File: src/rtl/hilo_mult_if.sv
// Execute-stage bundle between the pipeline and the HI/LO multiply unit:
// start/read requests from the decoder and the result and stall signals back to it.
interface hilo_mult_if #(
   parameter int WIDTH = 32
);
   logic             writehilo;
   logic [WIDTH-1:0] srca;
   logic [WIDTH-1:0] srcb;
   logic             loadhi;
   logic             loadlo;
   logic [WIDTH-1:0] hilo_out;
   logic             busy;
   logic             stall;
   logic             done;

   modport master (
      output writehilo, srca, srcb, loadhi, loadlo,
      input  hilo_out, busy, stall, done
   );

   modport slave (
      input  writehilo, srca, srcb, loadhi, loadlo,
      output hilo_out, busy, stall, done
   );
endinterface

File: src/rtl/hilo_mult_unit.sv
// Multi-cycle unsigned shift-add multiplier owning the architectural HI/LO pair;
// retires BITS_PER_CYCLE multiplier bits per cycle and stalls the pipeline meanwhile.
module hilo_mult_unit #(
   parameter int WIDTH          = 32,
   parameter int BITS_PER_CYCLE = 1
) (
   input logic        clk,
   input logic        reset,
   hilo_mult_if.slave bus
);
   localparam int N  = WIDTH / BITS_PER_CYCLE;
   localparam int CW = $clog2(N + 1);
   localparam int SW = $clog2(2 * WIDTH) + 1;

   typedef enum logic {IDLE, RUN} state_t;

   state_t             state, stateNext;
   logic [WIDTH-1:0]   hi, lo;
   logic [WIDTH-1:0]   mcand, mplier;
   logic [2*WIDTH-1:0] acc, accNext, partial;
   logic [CW-1:0]      count;
   logic [SW-1:0]      shift;
   logic               doneReg;
   logic               startReq, lastCycle;

   // Partial product of the low multiplier digit, placed at the current weight.
   always_comb begin
      partial   = {{WIDTH{1'b0}}, mcand} *
                  {{(2*WIDTH-BITS_PER_CYCLE){1'b0}}, mplier[BITS_PER_CYCLE-1:0]};
      accNext   = acc + (partial << shift);
      startReq  = (state == IDLE) && bus.writehilo;
      lastCycle = (state == RUN) && (count == CW'(1));
   end

   // Next-state logic: a start leaves IDLE, the final digit returns to it.
   always_comb begin
      stateNext = state;
      case (state)
         IDLE: if (startReq)  stateNext = RUN;
         RUN:  if (lastCycle) stateNext = IDLE;
         default:             stateNext = IDLE;
      endcase
   end

   always_ff @(posedge clk or negedge reset) begin
      if (!reset) begin
         state   <= IDLE;
         hi      <= '0;
         lo      <= '0;
         mcand   <= '0;
         mplier  <= '0;
         acc     <= '0;
         count   <= '0;
         shift   <= '0;
         doneReg <= 1'b0;
      end else begin
         state   <= stateNext;
         doneReg <= lastCycle;
         if (startReq) begin
            mcand  <= bus.srca;
            mplier <= bus.srcb;
            acc    <= '0;
            count  <= CW'(N);
            shift  <= '0;
         end else if (state == RUN) begin
            acc    <= accNext;
            mplier <= mplier >> BITS_PER_CYCLE;
            shift  <= shift + SW'(BITS_PER_CYCLE);
            count  <= count - CW'(1);
            // HI/LO change only here, on the edge that retires the last digit.
            if (lastCycle) {hi, lo} <= accNext;
         end
      end
   end

   always_comb begin
      bus.busy     = (state == RUN);
      bus.stall    = bus.busy & (bus.writehilo | bus.loadhi | bus.loadlo);
      bus.done     = doneReg;
      bus.hilo_out = bus.loadhi ? hi : lo;
   end
endmodule
File: src/flat_wrapper.sv
// flat-port wrapper written by rule: the top's interface ports become plain ports
module hilo_mult_unit_flat 
#(
   parameter int WIDTH          = 32,
   parameter int BITS_PER_CYCLE = 1
)
  (clk, reset, bus_writehilo, bus_srca, bus_srcb, bus_loadhi, bus_loadlo, bus_hilo_out, bus_busy, bus_stall, bus_done);
  hilo_mult_if #(.WIDTH(WIDTH)) bus_i ();
  input logic clk;
  input logic reset;
  input wire logic [$bits(bus_i.writehilo)-1:0] bus_writehilo;
  input wire logic [$bits(bus_i.srca)-1:0] bus_srca;
  input wire logic [$bits(bus_i.srcb)-1:0] bus_srcb;
  input wire logic [$bits(bus_i.loadhi)-1:0] bus_loadhi;
  input wire logic [$bits(bus_i.loadlo)-1:0] bus_loadlo;
  output wire logic [$bits(bus_i.hilo_out)-1:0] bus_hilo_out;
  output wire logic [$bits(bus_i.busy)-1:0] bus_busy;
  output wire logic [$bits(bus_i.stall)-1:0] bus_stall;
  output wire logic [$bits(bus_i.done)-1:0] bus_done;
  assign bus_i.writehilo = bus_writehilo;
  assign bus_i.srca = bus_srca;
  assign bus_i.srcb = bus_srcb;
  assign bus_i.loadhi = bus_loadhi;
  assign bus_i.loadlo = bus_loadlo;
  assign bus_hilo_out = bus_i.hilo_out;
  assign bus_busy = bus_i.busy;
  assign bus_stall = bus_i.stall;
  assign bus_done = bus_i.done;
  hilo_mult_unit #(.WIDTH(WIDTH), .BITS_PER_CYCLE(BITS_PER_CYCLE)) u_core (.clk(clk), .reset(reset), .bus(bus_i));
endmodule
File: config.mk
export PLATFORM = sky130hd
export DESIGN_NAME = hilo_mult_unit_flat
export DESIGN_NICKNAME = d
export VERILOG_FILES = /design/src/rtl/hilo_mult_if.sv /design/src/rtl/hilo_mult_unit.sv /design/src/flat_wrapper.sv
export SDC_FILE = /design/constraint.sdc
export NUM_CORES = 1
export LEC_CHECK = 0
export BUFFER_PORTS_ARGS = -buffer_cell sky130_fd_sc_hd__buf_4
export CAP_MARGIN = 20
export CORE_MARGIN = 8
export CORE_UTILIZATION = 25
export CTS_BUF_LIST = sky130_fd_sc_hd__clkbuf_8 sky130_fd_sc_hd__clkbuf_16
export DETAILED_ROUTE_END_ITERATION = 6
export GPL_TIMING_DRIVEN = 0
export PLACE_DENSITY = 0.43
export SLEW_MARGIN = 20
export SYNTH_ARGS = -nofsm -noshare
export SYNTH_HDL_FRONTEND = slang
export SYNTH_SLANG_ARGS = --single-unit
File: constraint.sdc
create_clock -name clk -period 8.2 [get_ports clk]
set_input_delay 2.46 -clock clk [delete_from_list [all_inputs] [get_ports clk]]
set_output_delay 2.46 -clock clk [all_outputs]
set_load 0.1 [all_outputs]
# ---- Yosys cells after proc, flatten, opt, wreduce, memory -nomap -nowiden
# Index checks and enable logic that the tools add are counted.
dict set report word_totals {
  regBits 207
  latchBits 0
  mem_bits_rw 0
  rom_bits 0
  in_bits 69
  out_inout_bits 35
  word_cells 36
  memories 0
}
dict set report op_classes {
  addsub 3
  n_mul 1
  div 0
  order_cmp 0
  eq_ne 1
  n_shift 1
  mux 12
  bitwise_logic 5
  reduce_logical 4
}
# cell count
set op_table {}
lappend op_table {{64-bit two-way mux} 2}
lappend op_table {{32-bit two-way mux} 3}
lappend op_table {{64-bit adder} 1}
lappend op_table {{33-bit by 7-bit << shifter with 64-bit output} 1}
lappend op_table {{32-bit by 1-bit multiplier with 33-bit output} 1}
lappend op_table {{7-bit two-way mux} 2}
lappend op_table {{6-bit two-way mux} 2}
lappend op_table {{7-bit by 1-bit adder with 7-bit output (second input constant)} 1}
lappend op_table {{6-bit by 1-bit == test with 1-bit output (second input constant)} 1}
lappend op_table {{6-bit by 1-bit subtractor with 6-bit output (second input constant)} 1}
lappend op_table {{3-bit AND reduction} 1}
lappend op_table {{1-bit logical AND} 2}
lappend op_table {{1-bit two-way mux} 2}
lappend op_table {{1-bit inverter} 2}
lappend op_table {{1-bit OR} 2}
lappend op_table {{1-bit case mux with 2 select lines} 1}
lappend op_table {{2-bit nonzero test} 1}
lappend op_table {{1-bit AND} 1}

# ---- Depth between registers and ports, before layout
# Gate-level depths: netlist (run 1).
dict set report logic_depth {
  ltp_word 5
  ltp_mapped 25
}

# ---- Worst setup path before layout (run 1)
# Ideal clock, no wire load.
dict set report synth_timing {
  kind {input to output}
  startpoint {input bus_writehilo}
  endpoint {output bus_stall}
  t_arrival_ns 4.801
  required_time_ns 5.740
  slack_ns 0.939
  stages 5
  path_buffers 3
  cell_sequence {clkbuf_1 -> buf_1 -> clkbuf_1 -> nor3_1 -> nor2_1}
}
dict set report synth_between {
  elab_chain_cells 3
}
# item line
set synth_lines {}
lappend synth_lines {{from (decl)} flat_wrapper.sv:11} ;# input wire logic [$bits(bus_i.writehilo)-1:0] bus_writehilo;
lappend synth_lines {{1-bit OR (2 in series)} hilo_mult_unit.sv:78} ;# bus.stall = bus.busy & (bus.writehilo | bus.loadhi | bus.loadlo);
lappend synth_lines {{1-bit AND} hilo_mult_unit.sv:78}
lappend synth_lines {{to (decl)} flat_wrapper.sv:18} ;# output wire logic [$bits(bus_i.stall)-1:0] bus_stall;
# No other way between the ends.

# ---- Worst setup path after layout (run 1)
# Ends and elaborated chain as after synthesis.

==> results of run 1 <==
==> power by group through the flow <==
stage               Combinational (mW)  Sequential (mW)  Clock, mW
detailed placement                4.91             1.82          0
global route                      5.36             1.87       1.32
global placement                  4.89             1.82          0
finish                            4.93             1.81       1.23
floorplan                         3.56             1.72          0
CTS                               4.94             1.81       1.27
==> cell type report <==
class	instances	area, um^2
fillers	6245	40300
clock inverters	18	191
repair buffers	104	848
flip-flops and latches	207	5180
plain buffers	112	458
inverters	21	78.8
clock buffers	29	703
multi-input cells	1366	8750
well taps	765	957
==> sequential cells by signal, indices dropped and copies added (netlist names) <==
register / count
u_core.acc: 64
u_core.hi: 32
u_core.lo: 32
u_core.mcand: 32
u_core.mplier: 32
u_core.shift: 7
u_core.count: 6
u_core.bus.busy: 1
u_core.bus.done: 1
==> synthesized netlist by cell type, types with 4 or more instances <==
| master | count | share of area [%] |
|---|---|---|
| sky130_fd_sc_hd__nand2_1 | 348 | 9.0 |
| sky130_fd_sc_hd__dfrtp_1 | 207 | 36 |
| sky130_fd_sc_hd__nor2_1 | 142 | 3.7 |
| sky130_fd_sc_hd__a21oi_1 | 117 | 4.0 |
| sky130_fd_sc_hd__o21ai_0 | 114 | 3.9 |
| sky130_fd_sc_hd__clkbuf_1 | 91 | 2.4 |
| sky130_fd_sc_hd__mux2i_1 | 71 | 4.9 |
| sky130_fd_sc_hd__ha_1 | 66 | 5.7 |
| sky130_fd_sc_hd__mux2_2 | 64 | 5.0 |
| sky130_fd_sc_hd__a22o_1 | 58 | 3.5 |
| sky130_fd_sc_hd__nand3_1 | 42 | 1.5 |
| sky130_fd_sc_hd__xnor2_1 | 37 | 2.2 |
| sky130_fd_sc_hd__a21o_1 | 28 | 1.5 |
| sky130_fd_sc_hd__xor2_1 | 24 | 1.5 |
| sky130_fd_sc_hd__nor2b_1 | 22 | 0.95 |
| sky130_fd_sc_hd__inv_1 | 21 | 0.55 |
| sky130_fd_sc_hd__o22ai_1 | 21 | 0.91 |
| sky130_fd_sc_hd__a31oi_1 | 17 | 0.74 |
| sky130_fd_sc_hd__nand4_1 | 17 | 0.74 |
| sky130_fd_sc_hd__nor3_1 | 15 | 0.52 |
| sky130_fd_sc_hd__a22oi_1 | 12 | 0.62 |
| sky130_fd_sc_hd__buf_1 | 12 | 0.31 |
| sky130_fd_sc_hd__mux4_2 | 12 | 1.9 |
| sky130_fd_sc_hd__o211ai_1 | 11 | 0.57 |
| sky130_fd_sc_hd__nand2b_1 | 10 | 0.43 |
| sky130_fd_sc_hd__o21a_1 | 9 | 0.47 |
| sky130_fd_sc_hd__o21bai_1 | 9 | 0.47 |
| sky130_fd_sc_hd__o31ai_1 | 9 | 0.47 |
| sky130_fd_sc_hd__a211oi_1 | 6 | 0.31 |
| sky130_fd_sc_hd__and3_1 | 6 | 0.26 |
| sky130_fd_sc_hd__nor3b_1 | 6 | 0.31 |
| sky130_fd_sc_hd__o22a_1 | 6 | 0.36 |
| sky130_fd_sc_hd__or3_1 | 6 | 0.26 |
| sky130_fd_sc_hd__and2_1 | 5 | 0.22 |
| sky130_fd_sc_hd__buf_2 | 5 | 0.17 |
| sky130_fd_sc_hd__a31o_2 | 4 | 0.24 |
| sky130_fd_sc_hd__or2_2 | 4 | 0.17 |
==> cell usage in the layout, fill, tap and decap left out, types with 6 or more instances in the layout <==
| master | count |
|---|---|
| sky130_fd_sc_hd__o22a_1 | 6 |
| sky130_fd_sc_hd__a22oi_1 | 12 |
| sky130_fd_sc_hd__mux4_2 | 12 |
| sky130_fd_sc_hd__xnor2_1 | 37 |
| sky130_fd_sc_hd__nor2b_1 | 22 |
| sky130_fd_sc_hd__or3_1 | 6 |
| sky130_fd_sc_hd__nor3_1 | 15 |
| sky130_fd_sc_hd__nand2_1 | 348 |
| sky130_fd_sc_hd__ha_1 | 66 |
| sky130_fd_sc_hd__a22o_1 | 58 |
| sky130_fd_sc_hd__xor2_1 | 24 |
| sky130_fd_sc_hd__o21ai_0 | 114 |
| sky130_fd_sc_hd__clkbuf_1 | 91 |
| sky130_fd_sc_hd__nand4_1 | 17 |
| sky130_fd_sc_hd__o21bai_1 | 9 |
| sky130_fd_sc_hd__and3_1 | 6 |
| sky130_fd_sc_hd__buf_1 | 12 |
| sky130_fd_sc_hd__o31ai_1 | 9 |
| sky130_fd_sc_hd__o22ai_1 | 21 |
| sky130_fd_sc_hd__a21o_1 | 28 |
| sky130_fd_sc_hd__buf_4 | 101 |
| sky130_fd_sc_hd__nand2b_1 | 10 |
| sky130_fd_sc_hd__a211oi_1 | 6 |
| sky130_fd_sc_hd__o21a_1 | 9 |
| sky130_fd_sc_hd__nand3_1 | 42 |
| sky130_fd_sc_hd__dfrtp_1 | 207 |
| sky130_fd_sc_hd__nor2_1 | 142 |
| sky130_fd_sc_hd__nor3b_1 | 6 |
| sky130_fd_sc_hd__mux2_2 | 64 |
| sky130_fd_sc_hd__o211ai_1 | 11 |
| sky130_fd_sc_hd__a21oi_1 | 117 |
| sky130_fd_sc_hd__clkbuf_16 | 27 |
| sky130_fd_sc_hd__inv_1 | 27 |
| sky130_fd_sc_hd__mux2i_1 | 71 |
| sky130_fd_sc_hd__a31oi_1 | 17 |
==> metal layers <==
layer / vias to the layer above / GRT usage, %
met2: 275 / 25.8
li1: 6346 / -
met4: 0 / 6.11
met1: 6336 / 21.7
met5: - / 0
met3: 86 / 2.08
==> worst max-delay path, stage by stage <==
cell	delay (ns)
sky130_fd_sc_hd__clkbuf_1	0.23
sky130_fd_sc_hd__buf_1	0.55
sky130_fd_sc_hd__clkbuf_1	0.56
sky130_fd_sc_hd__nor3_1	0.13
sky130_fd_sc_hd__nor2_1	0.14
sky130_fd_sc_hd__buf_4	0.31
==> final timing paths <==
| path | end | slack, ns | cells past startpoint |
|---|---|---|---|
| min in group asynchronous | u_core.lo[1] | 1.87 | 2 |
| worst min-delay path | u_core.lo[8] | 0.47 | 2 |
| max in group asynchronous | u_core.mplier[13] | 5.30 | 4 |
| worst max register to register | u_core.hi[27] | 1.61 | 18 |
| worst min register to register | u_core.lo[8] | 0.47 | 2 |
| worst max-delay path | bus_stall | 1.35 | 6 |
==> per-stage QoR <==
step                      utilization (%)  setup slack, ns  hold WS, ns  instances  cell area, um^2
after global placement               28.2             1.28        0.457       2572            16200
after CTS                            29.9             1.27        0.473       2622            17200
after detailed placement             28.3             1.28        0.459       2575            16300
final                                29.9             1.35        0.467       2622            17200
after floorplan                         -            0.939        0.433       1706            14500
after global routing                 29.9             1.14        0.491       2622            17200
==> cells by family (layout without fill, tap and decap cells) <==
| group | Yosys count | in the layout |
|---|---|---|
| buf+inv | 133 | 284 |
| xor+xnor | 61 | 61 |
| fa+ha+maj | 67 | 67 |
| compound gates | 452 | 452 |
| simple gates | 639 | 639 |
| flops | 207 | 207 |
| mux | 147 | 147 |
==> flow_summary.yaml, run 1 <==
status:
  outcome: "complete, no violations"
routing:
  routed-wl-met3_um: 2270
  drc: 0
  vias_per_cell: 4.97
  route.met2.wl_um: 24800
  top_layer: "met4"
  postRouteWirelength_um: 54400
  drt_pass1_iterations: 5
  num_vias: 13043
  route.layer.met1.wl_um: 25100
  routed_wire_length_per_instance_um: 20.8
  number_of_drc_markers_after_the_initial_detailed_route_iteration: 953
  ant_nets: 0
pwr:
  vdd_drop_max_v: 0.000175
  pwr_density_cell_nw_per_um2: 464
  cellLeakagePower_nw: 7.95
  switching_share_pct: 50.8
  combinational_share_of_power_pct: 61.9
  net-switching-power_mw: 4.04
  seqPwrFrac_pct: 22.7
  total_power_mw: 7.96
  power.share.clock_pct: 15.4
  p_int_mw: 3.92
global_route:
  first_pass_grt_wire_length_um: 82900
  first_global_vias: 13298
  grt_start_max_net_pins: 87
  grt.overflow.total: 0
  global_route.usage.total_pct: 16.0
  initial_antenna_violation_count: 0
setup_path:
  crit_path_start: "bus_writehilo"
  critPathLaunchType: "primary input"
  critical_path_arrival_ns: 4.39
  setup.worst_path.class: "in2out"
  crit_path_end_kind: "output port"
  required_ns: 5.74
  r2r_start: "u_core.shift[1]"
  critical_path.max_fanout: 10
timing:
  hold_viol: 0
  slew-limit-headroom_pct: 31.0
  worst_slew_pin_slew_ns: 1.03
  grt_setup_unrepaired: "no"
  finalSetupViolCount: 0
  period_minus_slack_ns: 6.85
  timing.fmax_mhz: 146
  period_share_pct: 83.6
  final-max-slew-violation-count: 0
  fin_skew_ns: 0.0138
  fin_tns_setup_ns: 0
logic_synthesis:
  synth_simple_gate_area_share_pct: 18.9
  cell_area_after_technology_mapping_um2: 14500
  synth-warning-count: 0
  part_of_the_yosys_area_used_for_sequential_elements_pct: 35.8
  asyncSetResetFlopFracSynth_pct: 100
  post_synthesis_compound_gate_area_fraction_pct: 20.3
  synth-adder-area-share_pct: 5.85
  synthDistinctLibCells: 69
  synth_xor_area_share_pct: 3.69
  synth_top_flop_cell: "sky130_fd_sc_hd__dfrtp_1"
  synth_enable_flop_cells: 0
  yosys-mux-area-fraction_pct: 11.8
  syn_nets: 1842
  synth-seq-cells: 207
  post_synth.cell_area_avg_um2: 8.48
  synth_top_family_by_area: "compound AO/OA/AOI/OAI gates"
  post_synth_inst_count: 1706
clock_tree:
  cts_sinks: 207
  clock_path_buffers: 3
  ctsRootBufferMaster: "sky130_fd_sc_hd__clkbuf_16"
  clock_slew_at_reported_path_ffs_ns: 0.06
  number_of_gates_resized_after_cts: 0
  tritoncts: "yes"
  insertion_delay_of_the_later_clocked_pin_in_the_worst_skew_pair_ns: 0.56
  post_cts_buffers: 0
  ctsHoldBuffers: 0
  cts-htree-levels: 1
  numCtsBuffers: 27
floorplanning:
  fp.dieH_um: 257
  rows: 88
  initial_utilization_pct: 25.2
  design.die.area_um2: 65800
  floorplan.io_pins: 104
  die_width_um: 257
  placeableCoreArea_um2: 57500
placement:
  io_buffers: 101
  hpwl_um: 42900
  globalplace.congestion: 0.901
final_layout:
  drive_gt1_share_pct: 13.6
  flow.area_growth_from_synthesis_pct: 18.7
  diode_count: 0
  number_of_nets_in_the_layout: 1975
job:
  max_cap_viol_count: 0
worst_hold_path:
  timing.hold.worst.start: "u_core.lo[8]"
  worst_hold_check_path_type: "reg2reg"
(Power assumes the default switching activity.)
==> run 2, diff against run 1 <==
==> constraint.sdc (replaced) <==
create_clock -name clk -period 6.9 [get_ports clk]
set_input_delay 2.07 -clock clk [delete_from_list [all_inputs] [get_ports clk]]
set_output_delay 2.07 -clock clk [all_outputs]
set_load 0.1 [all_outputs]
==> run 2 against run 1 <==
Net effect: clock skew is essentially flat; critical endpoint is now u_core.hi[27]; worst setup slack lost 0.85 ns; power increased by 19%; combinational power up 19%; flip-flop and latch count did not move; clock-buffer cell count stayed put; register-to-register slack lost 1.1 ns.
==> flow_summary.yaml, run 2 (synthesized netlist as in run 1, its figures left out) <==
timing:
  final-max-slew-violation-count: 0
  hold_viol: 0
  period_share_pct: 92.8
  hold_slack_ns: 0.467
  grt_setup_unrepaired: "no"
  period_minus_slack_ns: 6.41
  post-route-worst-setup-slack_ns: 0.495
  fin_tns_setup_ns: 0
  finalSetupViolCount: 0
  timing.fmax_mhz: 156
  slew-limit-headroom_pct: 32.2
  worst_slew_pin_slew_ns: 1.02
  fin_skew_ns: 0.0134
placement:
  hpwl_um: 42900
  postPlaceCellArea_um2: 16300
  dpl_worst_slack_ns: 0.118
  globalplace.congestion: 0.901
  place_inst: 2575
  io_buffers: 101
setup_path:
  crit_path_end_kind: "register"
  required_ns: 7.39
  critical_path_arrival_ns: 6.90
  setup.worst_path.class: "reg2reg"
  critical_path.max_fanout: 10
  critPathLaunchType: "register"
status:
  outcome: "complete, no violations"
final_layout:
  flow.area_growth_from_synthesis_pct: 18.8
  number_of_nets_in_the_layout: 1975
  diode_count: 0
  top_register: "u_core.acc"
  postLayoutCellArea_um2: 17200
  filler_cell_count: 6242
  layout.cells.most_common_list: "sky130_fd_sc_hd__nand2_1 (348), sky130_fd_sc_hd__dfrtp_1 (207), sky130_fd_sc_hd__nor2_1 (142)"
  drive_gt1_share_pct: 13.8
  flip_flop_count_of_the_largest_register_after_layout: 64
  layout.core_utilization_pct: 29.9
  layoutNonFillerInstCount: 2622
  mostFrequentLayoutCell: "sky130_fd_sc_hd__nand2_1"
routing:
  number_of_drc_markers_after_the_initial_detailed_route_iteration: 921
  vias_per_cell: 4.97
  drt_pass1_iterations: 5
  num_vias: 13033
  ant_nets: 0
  routed_wire_length_per_instance_um: 20.7
  postRouteWirelength_um: 54300
  drc: 0
floorplanning:
  fp.dieH_um: 257
  placeableCoreArea_um2: 57500
  design.die.area_um2: 65800
  die_width_um: 257
  initial_utilization_pct: 25.2
  floorplan.io_pins: 104
  rows: 88
global_route:
  initial_antenna_violation_count: 0
  grt.overflow.total: 0
  grt_start_max_net_pins: 87
  first_global_vias: 13298
  first_pass_grt_wire_length_um: 82900
  global_route.usage.total_pct: 16.0
clock_tree:
  post_cts_buffers: 0
  clock_slew_at_reported_path_ffs_ns: 0.06
  number_of_gates_resized_after_cts: 0
  insertion_delay_of_the_later_clocked_pin_in_the_worst_skew_pair_ns: 0.57
  numCtsBuffers: 27
  ctsHoldBuffers: 0
  ctsRootBufferMaster: "sky130_fd_sc_hd__clkbuf_16"
  cts_sinks: 207
  clock_path_buffers: 3
  cts-htree-levels: 1
  tritoncts: "yes"
pwr:
  vdd_drop_max_v: 0.000208
  cellLeakagePower_nw: 7.95
  pwr_density_cell_nw_per_um2: 551
  total_power_mw: 9.46
job:
  max_cap_viol_count: 0
worst_hold_path:
  worst_hold_check_path_type: "reg2reg"
-- run 2: cell count changes in the layout (fill, tap and decap cells not counted) --
cell / before / now
sky130_fd_sc_hd__nor3_1: 15 / 14
sky130_fd_sc_hd__a31oi_2: 0 / 1
sky130_fd_sc_hd__clkbuf_2: 0 / 1
sky130_fd_sc_hd__nor3_2: 0 / 1
sky130_fd_sc_hd__clkbuf_1: 91 / 90
sky130_fd_sc_hd__a31oi_1: 17 / 16
-- run 2: final cells by class --
cell class | count | area (um^2) | share of cell area (%)
multi-input cells | 1366 | 8770 | 51.0
flip-flops and latches | 207 | 5180 | 30.1
well taps | 765 | 957 | 5.57
repair buffers | 104 | 848 | 4.94
clock buffers | 29 | 703 | 4.09
plain buffers | 112 | 459 | 2.67
clock inverters | 18 | 191 | 1.11
inverters | 21 | 78.8 | 0.459
-- run 2: metal layers --
layer | track usage, % | wire length (um) | vias up | share of wire [%]
li1 | - | - | 6350 | -
met1 | 21.7 | 25100 | 6288 | 46
met2 | 25.8 | 24800 | 305 | 46
met3 | 2.08 | 2180 | 90 | 4.0
met4 | 6.11 | 2310 | 0 | 4.3
met5 | 0 | 0 | - | 0
-- run 2: path summary, 6_finish.rpt --
check / depth (start not counted) / endpoint / start / slack [ns]
max in group asynchronous: 4 / u_core.mplier[13] / reset / 4.39
max reg2reg: 20 / u_core.hi[27] / u_core.shift[1] / 0.49
min reg2reg: 2 / u_core.lo[8] / u_core.lo[8] / 0.47
min in group asynchronous: 2 / u_core.hi[1] / reset / 1.48
max: 20 / u_core.hi[27] / u_core.shift[1] / 0.49
min: 2 / u_core.lo[8] / u_core.lo[8] / 0.47
-- run 2: where the power goes --
| group | internal (mW) | switching, mW | leakage, nW |
|---|---|---|---|
| combinational | 2.01 | 3.85 | 4.87 |
| clock | 0.876 | 0.584 | 0.460 |
| sequential | 1.78 | 0.373 | 2.62 |
| total | 4.66 | 4.81 | 7.95 |
-- run 2: critical path, cell delays in order, from the launching register on --
cell and delay (ns):
sky130_fd_sc_hd__dfrtp_1 0.52, sky130_fd_sc_hd__clkbuf_1 0.45, sky130_fd_sc_hd__clkbuf_2 0.39, sky130_fd_sc_hd__clkbuf_1 0.41, sky130_fd_sc_hd__o21ai_0 0.25, sky130_fd_sc_hd__mux2i_1 0.31, sky130_fd_sc_hd__a31oi_1 0.18, sky130_fd_sc_hd__o22ai_1 0.32
sky130_fd_sc_hd__nor2b_1 0.35, sky130_fd_sc_hd__ha_1 0.29, sky130_fd_sc_hd__clkbuf_1 0.18, sky130_fd_sc_hd__nand2_1 0.14, sky130_fd_sc_hd__o21ai_0 0.14, sky130_fd_sc_hd__a211oi_1 0.37, sky130_fd_sc_hd__o22ai_1 0.15, sky130_fd_sc_hd__a21oi_1 0.42
sky130_fd_sc_hd__o211ai_1 0.25, sky130_fd_sc_hd__a31oi_1 0.30, sky130_fd_sc_hd__o21ai_1 0.23, sky130_fd_sc_hd__xor2_1 0.42, sky130_fd_sc_hd__mux2_2 0.23
